$ cat src/rtl/upcnt_bcd_ssd_scan_pkg.sv
`default_nettype none
// ============================================================================
// Module      : upcnt_bcd_ssd_scan_pkg
// Description : Shared seven-segment glyphs, digit-enable patterns and BCD type
// Revision    : 1.0 - initial release
// ============================================================================
package upcnt_bcd_ssd_scan_pkg;

    typedef logic [3:0] bcd_t;

    // Active-low {a,b,c,d,e,f,g,dp}; dp is always off
    localparam logic [7:0] SEG_GLYPH_0 = 8'b0000_0011;
    localparam logic [7:0] SEG_GLYPH_1 = 8'b1001_1111;
    localparam logic [7:0] SEG_GLYPH_2 = 8'b0010_0101;
    localparam logic [7:0] SEG_GLYPH_3 = 8'b0000_1101;
    localparam logic [7:0] SEG_GLYPH_4 = 8'b1001_1001;
    localparam logic [7:0] SEG_GLYPH_5 = 8'b0100_1001;
    localparam logic [7:0] SEG_GLYPH_6 = 8'b0100_0001;
    localparam logic [7:0] SEG_GLYPH_7 = 8'b0001_1111;
    localparam logic [7:0] SEG_GLYPH_8 = 8'b0000_0001;
    localparam logic [7:0] SEG_GLYPH_9 = 8'b0000_1001;
    localparam logic [7:0] SEG_BLANK   = 8'hFF;

    localparam logic [3:0] SSD_DIGIT_EN [0:3] = '{4'b1110, 4'b1101, 4'b1011, 4'b0111};

endpackage : upcnt_bcd_ssd_scan_pkg
`default_nettype wire

$ cat src/rtl/upcnt_bcd_ssd_scan_if.sv
`default_nettype none
// ============================================================================
// Module      : upcnt_bcd_ssd_scan_if
// Description : Enable input and display/count outputs of the scanned counter
// Revision    : 1.0 - initial release
// ============================================================================
interface upcnt_bcd_ssd_scan_if;
    import upcnt_bcd_ssd_scan_pkg::*;

    logic       count_en;
    logic [7:0] segs;
    logic [3:0] ssd_ctl;
    bcd_t       bcd_tens;
    bcd_t       bcd_ones;
    logic       carry;

    modport master (
        input  count_en,
        output segs,
        output ssd_ctl,
        output bcd_tens,
        output bcd_ones,
        output carry
    );

    modport slave (
        output count_en,
        input  segs,
        input  ssd_ctl,
        input  bcd_tens,
        input  bcd_ones,
        input  carry
    );

endinterface : upcnt_bcd_ssd_scan_if
`default_nettype wire

$ cat src/rtl/upcnt_bcd_ssd_scan_bcd2ssd.sv
`default_nettype none
// ============================================================================
// Module      : bcd2ssd
// Description : Combinational BCD digit to active-low seven-segment glyph
// Revision    : 1.0 - initial release
// ============================================================================
module bcd2ssd
    import upcnt_bcd_ssd_scan_pkg::*;
(
    input  bcd_t       i_bcd,
    output logic [7:0] o_seg
);

    always_comb begin
        o_seg = SEG_BLANK;
        case (i_bcd)
            4'd0:    o_seg = SEG_GLYPH_0;
            4'd1:    o_seg = SEG_GLYPH_1;
            4'd2:    o_seg = SEG_GLYPH_2;
            4'd3:    o_seg = SEG_GLYPH_3;
            4'd4:    o_seg = SEG_GLYPH_4;
            4'd5:    o_seg = SEG_GLYPH_5;
            4'd6:    o_seg = SEG_GLYPH_6;
            4'd7:    o_seg = SEG_GLYPH_7;
            4'd8:    o_seg = SEG_GLYPH_8;
            4'd9:    o_seg = SEG_GLYPH_9;
            default: o_seg = SEG_BLANK;
        endcase
    end

endmodule : bcd2ssd
`default_nettype wire

$ cat src/rtl/upcnt_bcd_ssd_scan.sv
`default_nettype none
// ============================================================================
// Module      : upcnt_bcd_ssd_scan
// Description : Two-digit BCD up-counter with 4-digit scanned SSD output
// Revision    : 1.0 - initial release
// ============================================================================
module upcnt_bcd_ssd_scan
    import upcnt_bcd_ssd_scan_pkg::*;
#(
    parameter int TICK_DIV = 100000000,
    parameter int SCAN_DIV = 100000,
    parameter int MAX_TENS = 5
) (
    input  wire logic             clk,
    input  wire logic             reset,
    upcnt_bcd_ssd_scan_if.master  bus
);

    localparam int            c_presc_w   = (TICK_DIV > 1) ? $clog2(TICK_DIV) : 1;
    localparam int            c_scan_w    = (SCAN_DIV > 1) ? $clog2(SCAN_DIV) : 1;
    localparam logic [c_presc_w-1:0] c_tick_last = c_presc_w'(TICK_DIV - 1);
    localparam logic [c_scan_w-1:0]  c_scan_last = c_scan_w'(SCAN_DIV - 1);
    localparam bcd_t          c_max_tens  = bcd_t'(MAX_TENS);

    logic [c_presc_w-1:0] r_presc;
    logic [c_scan_w-1:0]  r_scan;
    logic [1:0]           r_idx;
    bcd_t                 r_tens;
    bcd_t                 r_ones;
    logic                 r_carry;
    logic [7:0]           r_segs;
    logic [3:0]           r_ssd_ctl;

    logic                 w_tick;
    logic                 w_scan_wrap;
    bcd_t                 w_digit;
    logic [7:0]           w_glyph;

    assign w_tick      = bus.count_en && (r_presc == c_tick_last);
    assign w_scan_wrap = (r_scan == c_scan_last);
    assign w_digit     = r_idx[0] ? r_tens : r_ones;

    bcd2ssd u_bcd2ssd (
        .i_bcd (w_digit),
        .o_seg (w_glyph)
    );

    always_ff @(posedge clk) begin
        if (reset) begin
            r_presc   <= '0;
            r_scan    <= '0;
            r_idx     <= '0;
            r_tens    <= '0;
            r_ones    <= '0;
            r_carry   <= 1'b0;
            r_segs    <= SEG_GLYPH_0;
            r_ssd_ctl <= SSD_DIGIT_EN[0];
        end else begin
            // Prescaler freezes (keeps its phase) while disabled
            if (bus.count_en) begin
                r_presc <= w_tick ? '0 : r_presc + 1'b1;
            end

            r_carry <= 1'b0;
            if (w_tick) begin
                if (r_ones != 4'd9) begin
                    r_ones <= r_ones + 4'd1;
                end else begin
                    r_ones <= '0;
                    if (r_tens < c_max_tens) begin
                        r_tens <= r_tens + 4'd1;
                    end else begin
                        r_tens  <= '0;
                        r_carry <= 1'b1;
                    end
                end
            end

            r_scan <= w_scan_wrap ? '0 : r_scan + 1'b1;
            if (w_scan_wrap) begin
                r_idx <= r_idx + 2'd1;
            end

            // Display registers follow the pre-edge index and digit values
            r_ssd_ctl <= SSD_DIGIT_EN[r_idx];
            r_segs    <= r_idx[1] ? SEG_BLANK : w_glyph;
        end
    end

    assign bus.segs     = r_segs;
    assign bus.ssd_ctl  = r_ssd_ctl;
    assign bus.bcd_tens = r_tens;
    assign bus.bcd_ones = r_ones;
    assign bus.carry    = r_carry;

endmodule : upcnt_bcd_ssd_scan
`default_nettype wire
$ cat src/flat_wrapper.sv
// flat-port wrapper written by rule: the top's interface ports become plain ports
module upcnt_bcd_ssd_scan_flat import upcnt_bcd_ssd_scan_pkg::*;
#(
    parameter int TICK_DIV = 100000000,
    parameter int SCAN_DIV = 100000,
    parameter int MAX_TENS = 5
)
  (clk, reset, bus_count_en, bus_segs, bus_ssd_ctl, bus_bcd_tens, bus_bcd_ones, bus_carry);
  upcnt_bcd_ssd_scan_if bus_i ();
  input  wire logic clk;
  input  wire logic reset;
  input wire logic [$bits(bus_i.count_en)-1:0] bus_count_en;
  output wire logic [$bits(bus_i.segs)-1:0] bus_segs;
  output wire logic [$bits(bus_i.ssd_ctl)-1:0] bus_ssd_ctl;
  output wire logic [$bits(bus_i.bcd_tens)-1:0] bus_bcd_tens;
  output wire logic [$bits(bus_i.bcd_ones)-1:0] bus_bcd_ones;
  output wire logic [$bits(bus_i.carry)-1:0] bus_carry;
  assign bus_i.count_en = bus_count_en;
  assign bus_segs = bus_i.segs;
  assign bus_ssd_ctl = bus_i.ssd_ctl;
  assign bus_bcd_tens = bus_i.bcd_tens;
  assign bus_bcd_ones = bus_i.bcd_ones;
  assign bus_carry = bus_i.carry;
  upcnt_bcd_ssd_scan #(.TICK_DIV(TICK_DIV), .SCAN_DIV(SCAN_DIV), .MAX_TENS(MAX_TENS)) u_core (.clk(clk), .reset(reset), .bus(bus_i));
endmodule
$ cat config.mk
export PLATFORM = sky130hd
export DESIGN_NAME = upcnt_bcd_ssd_scan_flat
export DESIGN_NICKNAME = d
export VERILOG_FILES = /design/src/rtl/upcnt_bcd_ssd_scan_pkg.sv /design/src/rtl/upcnt_bcd_ssd_scan_if.sv /design/src/rtl/upcnt_bcd_ssd_scan_bcd2ssd.sv /design/src/rtl/upcnt_bcd_ssd_scan.sv /design/src/flat_wrapper.sv
export SDC_FILE = /design/constraint.sdc
export NUM_CORES = 1
export LEC_CHECK = 0
export BUFFER_PORTS_ARGS = -buffer_cell sky130_fd_sc_hd__buf_4
export CAP_MARGIN = 20
export CORE_UTILIZATION = 25
export CTS_BUF_LIST = sky130_fd_sc_hd__clkbuf_8 sky130_fd_sc_hd__clkbuf_16
export DETAILED_ROUTE_END_ITERATION = 6
export SLEW_MARGIN = 20
export SYNTH_ARGS = -nofsm -noshare
export SYNTH_HDL_FRONTEND = slang
export SYNTH_SLANG_ARGS = --single-unit
$ cat constraint.sdc
create_clock -name clk -period 3 [get_ports clk]
set_input_delay 0 -clock clk [delete_from_list [all_inputs] [get_ports clk]]
set_output_delay 0 -clock clk [all_outputs]
set_load 0.01 [all_outputs]
; ---- Word level (Yosys, flattened, before mapping)
; Memory sizes are Yosys's and may differ from the RTL's.
; Index checks and enable logic that the tools add are counted.
; W data, S select, Z words.
[totals]
out_inout_bits = 21
memories = 1
word_cells = 37
in_bits = 3
regBits = 67
romBits = 112
[memory_table]
columns = memory, depth, width, rd, rd_ports_with_merged_regs, write_ports, line
row1 = (no name shown), 16, 7, 1, 0, 0, upcnt_bcd_ssd_scan_bcd2ssd.sv:16  ; case (i_bcd)
[op_classes]
n_mux = 9
n_reduce_logical = 5
bitwise_logic = 3
n_eq_ne = 3
add_sub_neg = 5
n_lt_le_gt_ge = 2
[ops]
columns = cell, count
row1 = $add A27 B1 Y27 const B, 1
row2 = $eq A27 B27 Y1 const B, 1
row3 = $mux W27, 1
row4 = $mux W4, 5
row5 = $add A17 B1 Y17 const B, 1
row6 = $eq A17 B17 Y1 const B, 1
row7 = $add A4 B1 Y4 const B, 2
row8 = $bmux W4 S2, 1
row9 = $mux W8, 1
row10 = $lt A4 B3 Y1 const B, 1
row11 = $ne A4 B4 Y1 const B, 1
row12 = $reduce_or A2 Y1, 2
row13 = $ge A3 B3 Y1 const B, 1
row14 = $not A2 Y3, 1
row15 = $reduce_or A3 Y1, 1
row16 = $add A2 B1 Y2 const B, 1
row17 = $not A1 Y1, 2
row18 = $reduce_and A2 Y1, 1
row19 = $logic_and A1 B1 Y1, 1
row20 = $mux W1, 1

; ---- Longest topological paths before layout
; Gate-level depths: netlist of run 1.
[depth]
depth_word = 4
depth_mapped = 8
mapped_depth_nobuf = 7

; ---- Cells and area by module
; A second synthesis of run 1 with hierarchy kept.
[unflattened]
hier_cells = 390
hier_area_um2 = 3289.4
[modules_own_cells]
columns = mod, seq_area_each_um2, cells_each, instances, area_per_inst_um2
row1 = upcnt_bcd_ssd_scan, 1341.3, 355, 1, 3067.9
row2 = bcd2ssd, 0.0, 35, 1, 221.5

; ---- Worst setup path before layout of run 1
; No wires, ideal clock.
[synth_path]
path_type = flip-flop to flip-flop
from = register u_core.r_presc[9]
to = register u_core.r_tens[0] (netlist: u_core.bus.bcd_tens[0])
path_buffers = 2
synth_period_minus_slack_ns = 2.055
t_arrival_ns = 1.936
setup_time_ns = 0.119
setup_slack_ns = 0.945
stages_incl_launch_ff = 7
required_time_ns = 2.881
path_cell_list = dfxtp_1 or4_1 or4_1 buf_2 or3_1 buf_2 mux2i_1
[synth_between]
elab_chain_cells = 3
[synth_lines]
columns = item, line
row1 = from (decl), upcnt_bcd_ssd_scan.sv:25  ; logic [c_presc_w-1:0] r_presc;
row2 = from (signal assigned), upcnt_bcd_ssd_scan.sv:61  ; r_presc <= w_tick ? '0 : r_presc + 1'b1;
row3 = $eq A27 B27 Y1, upcnt_bcd_ssd_scan.sv:39  ; assign w_tick = bus.count_en && (r_presc == c_tick_last);
row4 = $logic_and A1 B1 Y1, upcnt_bcd_ssd_scan.sv:39
row5 = $reduce_and A2 Y1 (no line), --
row6 = to (signal assigned), upcnt_bcd_ssd_scan.sv:71  ; r_tens <= r_tens + 4'd1;
row7 = to (decl), upcnt_bcd_ssd_scan.sv:28  ; bcd_t r_tens;
; No other way between the ends.
; A chain may end at the register's enable or synchronous reset.

; ---- Final worst setup path of run 1
[layout_path]
from = register u_core.r_presc[4]
to = register u_core.r_tens[1] (netlist: u_core.bus.bcd_tens[1])
; Same word-level chain as after synthesis.

==> run_results.csv, run 1 <==
group,metric,value,unit
timing,finalHoldViolations,0,
route,via_per_inst,4.76,
cts,cts.sinks,66,
critical_path,rr_worst_depth,4,
timing,post-route-period-util,78.2,%
grt,gr-total-overflow,0,
placement,placed_cell_area,0.00347,mm2
yosys,ys_warn_count,0,
die,die-area,0.0131,mm2
placement,place.port_buffers,22,
cts,post_cts_buffers,0,
grt,grt_usage,10.5,%
route,vias,2652,
grt,antenna_found_initial,0,
status,status,"completed",
yosys,ys_ff_latch,66,
critical_path,critPathLaunchType,"register",
yosys,synth_nets,383,
die,num_rows,40,
die,fp.dieW,114,um
timing,max_slew.worst_pin.slew,0.787,ns
worst_hold_path,whs_path_depth,3,
flow_run,max_cap_viol_count,0,
grt,grt_pass1_vias,2400,
die,die_y,114,um
yosys,synth_cell_type_count,39,
final_layout,nets,400,
final_layout,drive_gt1_share,10.8,%
critical_path,cp.required,3.21,ns
cts,clock-root-buffer,"clkbuf_16",
timing,maxSlewViolCount,0,
cts,cts_tree,"done",
timing,skew,0.0100,ns
route,drc_errors,0,
timing,rsz0062_at_grt,"false",
die,coreArea,0.0122,mm2
cts,cts_hold_buf,0,
critical_path,crit_type,"reg -> reg",
power,cellPowerDensity,544,mW/mm2
cts,insertion_delay,0.33,ns
cts,h-tree-depth,3,
final_layout,diodes,0,
die,start_util,26.0,%
placement,hpwl,4.46,mm
route,avgRoutedWirePerCell,11.6,um
critical_path,cp.arrival,2.56,ns
final_layout,n_fill_cell,1263,
cts,cts_resized,0,
die,io_pins,24,
route,drtIter0Drc,150,
route,finalWirelength,6.45,mm
yosys,syn_inst,367,
timing,finalSetupViolCount,0,
power,ir_drop,0.266,mV
power,p_leak,0.00133,uW
worst_hold_path,min_path_type,"in -> reg",
critical_path,cp-end-kind,"register",
grt,grt_pass1_wl,11.0,mm
final_layout,layout_commonest_cell,"dfxtp_1",
cts,numCtsBuffers,9,
route,antenna_left,0,
final_layout,mostFrequentLayoutCells,"dfxtp_1 (66), nor2_1 (35), a21oi_1 (33)",
placement,gp_congestion,0.749,
critical_path,cp_max_fo,17,
timing,slew_headroom,46.0,%
grt,grt_max_degree,35,
yosys,syn_avg_cell_area,8.62,um2
final_layout,stdcell_area,0.00380,mm2
cts,clockBufferDepth,2,
timing,fin_tns_setup,0,ns
route,first_pass_iters,4,
cts,path_clk_slew,0.06,ns
yosys,ys_seq_area_share,41.8,%
timing,period_minus_slack,2.35,ns
final_layout,syn2layout_area_growth,20.2,%
timing,max_freq,426,MHz
yosys,syn_area,0.00316,mm2
==> critical path: stages, from the launching register on <==
cell and delay (ns):
dfxtp_1 0.40, nand4_1 0.28, or4_1 0.84, or3_1 0.55
mux2i_1 0.15
==> stage by stage <==
| step | total power [uW] | hold WS [ns] | setup WS, ns | std cells | utilization (%) |
|---|---|---|---|---|---|
| after floorplan | 940 | 0.184 | 0.945 | 367 | - |
| after global placement | 949 | 0.352 | 0.707 | 541 | 28.5 |
| after detailed placement | 950 | 0.360 | 0.667 | 541 | 28.5 |
| after CTS | 2090 | 0.0119 | 0.656 | 557 | 31.2 |
| after global routing | 2150 | 0.0382 | 0.500 | 557 | 31.2 |
| final | 2070 | 0.0192 | 0.654 | 557 | 31.2 |
==> cell type report <==
type	count	area [um2]	share of cell area, %
Clock inverter	6	88.8	2.34
Multi-Input combinational cell	269	1710	45.0
Inverter	15	56.3	1.48
Timing Repair Buffer	23	173	4.54
Tap cell	168	210	5.53
Sequential cell	66	1320	34.8
Clock buffer	10	239	6.29
==> final timing paths <==
| check | startpoint | endpoint | slack (ns) |
|---|---|---|---|
| min | bus_count_en | u_core.r_presc[1] | 0.02 |
| max | u_core.r_presc[4] | u_core.bus.bcd_tens[1] | 0.65 |
| min reg2reg | u_core.r_scan[0] | u_core.r_scan[0] | 0.44 |
| max reg2reg | u_core.r_presc[4] | u_core.bus.bcd_tens[1] | 0.65 |
==> per-layer routing <==
layer	wire length (um)	vias up	track usage, %
met2	3020	37	17.6
met4	72	0	3.38
met3	253	9	3.92
met1	3110	1252	12.3
li1	-	1354	-
met5	0	-	0
==> registers in the layout (all words and copies together), names as in the netlist <==
| register | cells |
|---|---|
| u_core.bus.bcd_ones | 4 |
| u_core.bus.bcd_tens | 4 |
| u_core.bus.carry | 1 |
| u_core.bus.segs | 7 |
| u_core.bus.ssd_ctl | 4 |
| u_core.r_idx | 2 |
| u_core.r_presc | 27 |
| u_core.r_scan | 17 |
==> logic make-up after synthesis <==
family,Yosys count,synth area share [%]
AOI/OAI and AO/OA,68,12.4
DFF,66,41.8
other,1,0.119
muxes,9,2.85
adders and majority gates,13,5.14
xor gates and xnor gates,22,6.09
and+or+nand+nor,156,27.5
buffers and inverters,32,4.08
==> cell usage after synthesis, drive strengths merged <==
library cell  instances  area, um2
and3                  5       31.3
o211ai                1       7.51
conb                  1       3.75
nand4                16        100
and2                  3       18.8
o31ai                12       90.1
a21oi                33        165
mux2i                 9       90.1
nor4bb                1       10.0
o211a                 1       10.0
nor3                  5       25.0
nor4                  1       6.26
inv                  15       56.3
nand3b                2       15.0
o21bai                1       7.51
xor2                 15        131
or3                  11       68.8
or2                   2       12.5
nand2b               10       62.6
o22ai                 1       6.26
dfxtp                66       1320
or4                  20        150
nor4b                 2       17.5
buf                   5       27.5
nand3                12       60.1
o21ai                14       70.1
nor2b                 4       25.0
clkbuf               12       45.0
ha                   13        163
nor2                 35        131
or4b                  2       20.0
and4b                 1       10.0
a31oi                 3       18.8
nand2                21       78.8
o221ai                2       17.5
and4                  3       26.3
xnor2                 7       61.3
==> where the power goes <==
| group | internal [uW] | total (uW) | switching (uW) |
|---|---|---|---|
| Combinational | 14.4 | 38.2 | 23.9 |
| Clock | 751 | 1140 | 387 |
| Sequential | 885 | 892 | 7.18 |
Note: power is estimated with default switching activity, not from simulation.
==> inputs of run 2 (changes only) <==
clock period = 2.4 ns   (was 3 ns; I/O delays follow)
==> run 2 against run 1 <==
Core utilization grew 0.44 points; global-route usage grew 0.69 points; clock-buffer cell count shrank 1; clock skew shrank 0.0018 ns; critical path depth grew 1.
==> run_results.csv, run 2 (same netlist as run 1, synthesis figures left out) <==
group,metric,value,unit
route,vias,2667,
worst_hold_path,hold_path_end,"u_core.bus.ssd_ctl[0]",
critical_path,worstPathCellList,"ha_1 -> nand4_1 -> or4_4 -> or4_1 -> a21oi_1",
timing,fin_tns_setup,0,ns
critical_path,critical_path.reg2reg.startpoint,"u_core.r_presc[0]",
worst_hold_path,whs_path_depth,2,
critical_path,cp-end-kind,"register",
die,start_util,26.0,%
grt,gr-total-overflow,0,
timing,post-route-period-util,92.2,%
cts,insertion_delay,0.33,ns
critical_path,slowest_delay,0.63,ns
final_layout,diodes,0,
final_layout,nets,405,
worst_hold_path,min_path_type,"in -> reg",
final_layout,syn2layout_area_growth,21.9,%
critical_path,critPathLaunchType,"register",
grt,antenna_found_initial,0,
placement,place.port_buffers,22,
placement,gp_congestion,0.756,
cts,clockBufferDepth,2,
final_layout,largest_register_ff_count,27,
final_layout,mostFrequentLayoutCells,"dfxtp_1 (66), nor2_1 (35), a21oi_1 (33)",
grt,grt_pass1_vias,2542,
critical_path,cp.required,2.65,ns
timing,rsz0062_at_grt,"false",
final_layout,regMostFlops,"u_core.r_presc",
power,p_leak,0.00135,uW
timing,max_freq,452,MHz
cts,path_clk_slew,0.06,ns
route,drtIter0Drc,181,
route,antenna_left,0,
power,cellPowerDensity,673,mW/mm2
route,via_per_inst,4.75,
timing,max_slew.worst_pin.slew,0.561,ns
cts,h-tree-depth,3,
worst_hold_path,hold_start,"reset",
timing,slew_headroom,62.6,%
timing,finalHoldViolations,0,
die,die_y,114,um
die,fp.dieW,114,um
placement,place_ws,0.0952,ns
route,avgRoutedWirePerCell,11.8,um
timing,skew,0.00819,ns
critical_path,cp.arrival,2.47,ns
critical_path,ff2ff_setup_slack,0.19,ns
critical_path,crit_start,"u_core.r_presc[0]",
cts,cts_tree,"done",
critical_path,crit-reg2reg-capture,"u_core.bus.bcd_ones[1]",
die,coreArea,0.0122,mm2
die,io_pins,24,
grt,grt_pass1_wl,11.7,mm
cts,post_cts_buffers,0,
grt,grt_usage,11.1,%
route,first_pass_iters,4,
final_layout,drive_gt1_share,11.9,%
placement,hpwl,4.63,mm
status,status,"completed",
critical_path,crit_type,"reg -> reg",
die,die-area,0.0131,mm2
critical_path,critPathSlowestCell,"or4_4",
power,ir_drop,0.358,mV
final_layout,layout_commonest_cell,"dfxtp_1",
die,num_rows,40,
cts,clock-root-buffer,"clkbuf_16",
timing,period_minus_slack,2.21,ns
route,drc_errors,0,
critical_path,rr_worst_depth,5,
critical_path,cp_max_fo,14,
cts,cts.sinks,66,
flow_run,max_cap_viol_count,0,
timing,maxSlewViolCount,0,
timing,finalSetupViolCount,0,
cts,numCtsBuffers,9,
route,finalWirelength,6.63,mm
grt,grt_max_degree,35,
timing,fin_ws,0.187,ns
## run 2: worst max-delay path by stage
stage	to	slack, ns
2_1_floorplan	u_core.bus.bcd_tens[0]	0.35
3_3_place_gp	u_core.bus.bcd_tens[3]	0.18
3_5_place_dp	u_core.bus.bcd_ones[1]	0.1
4_1_cts	u_core.bus.bcd_ones[1]	0.07
5_1_grt	u_core.bus.bcd_ones[1]	0.06
6_report	u_core.bus.bcd_ones[1]	0.19
## run 2: area by class of cell
| type | instances | area (um2) |
|---|---|---|
| clock buffers | 9 | 225 |
| inverters | 15 | 56.3 |
| flip-flops and latches | 66 | 1320 |
| clock inverters | 7 | 100 |
| multi-input cells | 269 | 1720 |
| fillers | 1252 | 8310 |
| well taps | 168 | 210 |
| repair buffers | 28 | 225 |
## run 2: critical path: cells and delay by family, from the launching register on
family                   cells  cell delay [ns]
AND/OR/NAND/NOR              3             1.33
flip-flops                   1             0.38
adder cells (fa/ha/maj)      1             0.24
AO/OA/AOI/OAI                1             0.19
## run 2: what timing repair did
action	CTS	global route
setup endpoints to repair	0	18
endpoints found under the hold margin	2	0
gates resized for setup	0	1
hold buffers	1	0
## run 2: power breakdown
| part | internal (uW) | total, uW | switching, uW |
|---|---|---|---|
| clock network | 915 | 1420 | 509 |
| registers | 1110 | 1120 | 9.15 |
| logic | 21.2 | 52.7 | 31.4 |
## run 2: metrics by stage
step	hold WS [ns]	total power [uW]	std cells	utilization (%)	cell area (um2)
detailed placement	0.339	1190	545	28.9	3510
global route	0.0348	2680	562	31.7	3850
finish	0.0285	2590	562	31.7	3850
floorplan	0.184	1180	367	-	3160
CTS	0.0237	2620	562	31.7	3850
global placement	0.332	1190	545	28.9	3510
## run 2: per-layer routing
layer | part of all wire, % | track usage, %
met1 | 47 | 13.2
met2 | 49 | 19.0
met3 | 3.4 | 3.23
met4 | 1.1 | 4.24
met5 | 0 | 0
==> inputs of run 3 (changes only) <==
CORE_UTILIZATION = 40   (was 25)
SKIP_LAST_GASP = 1   (was unset)
clock period = 1.95 ns   (was 2.4 ns; I/O delays follow)
==> run 3 against run 2 <==
The flow now finishes with violations (negative setup slack); clock power down 11%; clock skew rose by 0.0021 ns; power grew 5.5%; largest cell class unchanged; core utilization rose by 22 points; cell area is 6.5% higher; first-iteration DRC count down 45%; non-clock buffer count up 34; wire length grew 8.0%; cell count is 5.5% lower; fmax rose by 5.3%; sequential cell count unchanged; setup slack worse by 0.34 ns.
==> run_results.csv, run 3 (same netlist as run 1, synthesis figures left out) <==
group,metric,value,unit
die,io_pins,24,
route,drc_errors,0,
grt,grt_pass1_vias,2538,
cts,path_clk_slew,0.08,ns
timing,post-route-period-util,108,%
grt,met2_usage,28.9,%
power,switching_share,22.4,%
route,vias,2796,
timing,finalSetupViolCount,30,
grt,grt.busiest_layer,"met2",
final_layout,drive_gt1_share,27.0,%
timing,fin_ws,-0.152,ns
cts,h-tree-depth,3,
critical_path,slowest_delay,0.56,ns
final_layout,nets,440,
die,die-area,0.00826,mm2
placement,gp_congestion,0.810,
placement,hpwl,4.55,mm
final_layout,layout_commonest_cell,"dfxtp_1",
final_layout,ff_latch_area,0.00133,mm2
cts,numCtsBuffers,9,
timing,rsz0062_at_grt,"true",
grt,met3_usage,4.63,%
timing,fin_tns_setup,-2.79,ns
route,finalWirelength,7.16,mm
route,avgRoutedWirePerCell,13.5,um
timing,max_freq,476,MHz
grt,use_met1,20.2,%
cts,cts_tree,"done",
die,start_util,41.1,%
timing,fin_hold_ws,0.0162,ns
final_layout,mostFrequentLayoutCells,"dfxtp_1 (60), buf_4 (57), nor2_1 (28)",
timing,maxSlewViolCount,0,
grt,grt_usage,16.8,%
critical_path,cp_max_fo,5,
critical_path,cp-end-kind,"register",
critical_path,cp.required,2.23,ns
critical_path,path_common_cell,"or4_4",
timing,skew,0.0103,ns
die,die_y,90.9,um
route,drtIter0Drc,99,
final_layout,largest_register_ff_count,27,
critical_path,critPathLaunchType,"register",
final_layout,n_fill_cell,714,
final_layout,regMostFlops,"u_core.r_presc",
power,pwr-share-seq,50.1,%
status,violations,"negative setup slack",
critical_path,cp.arrival,2.38,ns
cts,cts.sinks,66,
power,cellPowerDensity,667,mW/mm2
power,ir_drop,0.464,mV
power,internal_power,2120,uW
final_layout,multi_input_area,0.00185,mm2
route,antenna_left,0,
final_layout,diodes,0,
critical_path,worstPathCellList,"or4_4 -> or4_4 -> or4b_4 -> a21oi_2",
die,coreArea,0.00769,mm2
die,num_rows,32,
route,first_pass_iters,4,
status,status,"complete, but fails checks",
route,via_per_inst,5.27,
power,p_sw,613,uW
flow_run,max_cap_viol_count,0,
critical_path,critPathSlowestCell,"or4b_4",
placement,place.port_buffers,22,
cts,insertion_delay,0.34,ns
cts,clockBufferDepth,2,
grt,gr-total-overflow,0,
critical_path,crit_type,"reg -> reg",
timing,period_minus_slack,2.10,ns
critical_path,ff2ff_setup_slack,-0.15,ns
timing,finalHoldViolations,0,
worst_hold_path,min_path_type,"in -> reg",
power,p_comb_share,3.5,%
cts,clock-root-buffer,"clkbuf_8",
grt,grt_max_degree,35,
die,fp.dieW,90.9,um
grt,antenna_found_initial,0,
grt,grt_pass1_wl,11.2,mm
power,clockPowerShare,46.4,%
power,p_leak,0.00150,uW
final_layout,syn2layout_area_growth,29.8,%
[run 3: changes by cell type in the layout (fill, tap and decap cells not counted), sizes merged]
cell and delta:
buf +32, clkbuf +2, clkinv +1, clkinvlp -1, or4 +1
[run 3: path summary, 6_finish.rpt]
check / endpoint / from / cells after the start
max: u_core.bus.bcd_tens[3] / u_core.r_presc[9] / 4
min reg2reg: u_core.r_scan[0] / u_core.r_scan[0] / 1
min: u_core.bus.ssd_ctl[0] / reset / 2
max reg2reg: u_core.bus.bcd_tens[3] / u_core.r_presc[9] / 4
[run 3: worst max-delay path: cells and delay by family (launching register included)]
family | cells | cell delay (ns)
AND/OR/NAND/NOR | 3 | 1.59
AO/OA/AOI/OAI | 1 | 0.15
flip-flops | 1 | 0.32
[run 3: power groups by stage]
stage	Combinational (uW)	Sequential (uW)	Clock (uW)
after floorplan	48.2	1400	0
after global placement	71.4	1400	0
after detailed placement	72.3	1400	0
after CTS	74.0	1370	1300
after global routing	106	1370	1370
final	96.6	1370	1270
[run 3: through the flow]
stage | total power [uW] | setup slack [ns] | instances | utilization, % | area (um2)
2_1_floorplan | 1450 | -0.103 | 367 | - | 3160
3_3_place_gp | 1470 | -0.164 | 506 | 47.3 | 3640
3_5_place_dp | 1470 | -0.187 | 506 | 47.3 | 3640
4_1_cts | 2740 | -0.171 | 526 | 50.8 | 3910
5_1_grt | 2850 | -0.195 | 531 | 53.4 | 4100
6_report | 2730 | -0.152 | 531 | 53.4 | 4100
[run 3: timing repair]
item,in CTS,in global routing
pin swaps,3,8
hold endpoints to repair,2,0
buffers inserted,3,3
hold buffers,1,0
resized for setup,5,38
gates cloned,0,4
setup endpoints to repair,34,35
[run 3: layout make-up]
cell class                 instances  share of cell area (%)
multi-input combinational        270                    45.2
sequential                        66                    32.4
timing repair buffer              62                    12.7
tap                              102                    3.11
clock buffer                       9                    3.02
clock inverter                     7                    2.26
inverter                          15                    1.37
[run 3: layer usage]
| metal | vias to the layer above | wire, um |
|---|---|---|
| met4 | 0 | 65 |
| met1 | 1313 | 3290 |
| met5 | - | 0 |
| met2 | 40 | 3540 |
| met3 | 6 | 263 |
| li1 | 1437 | - |
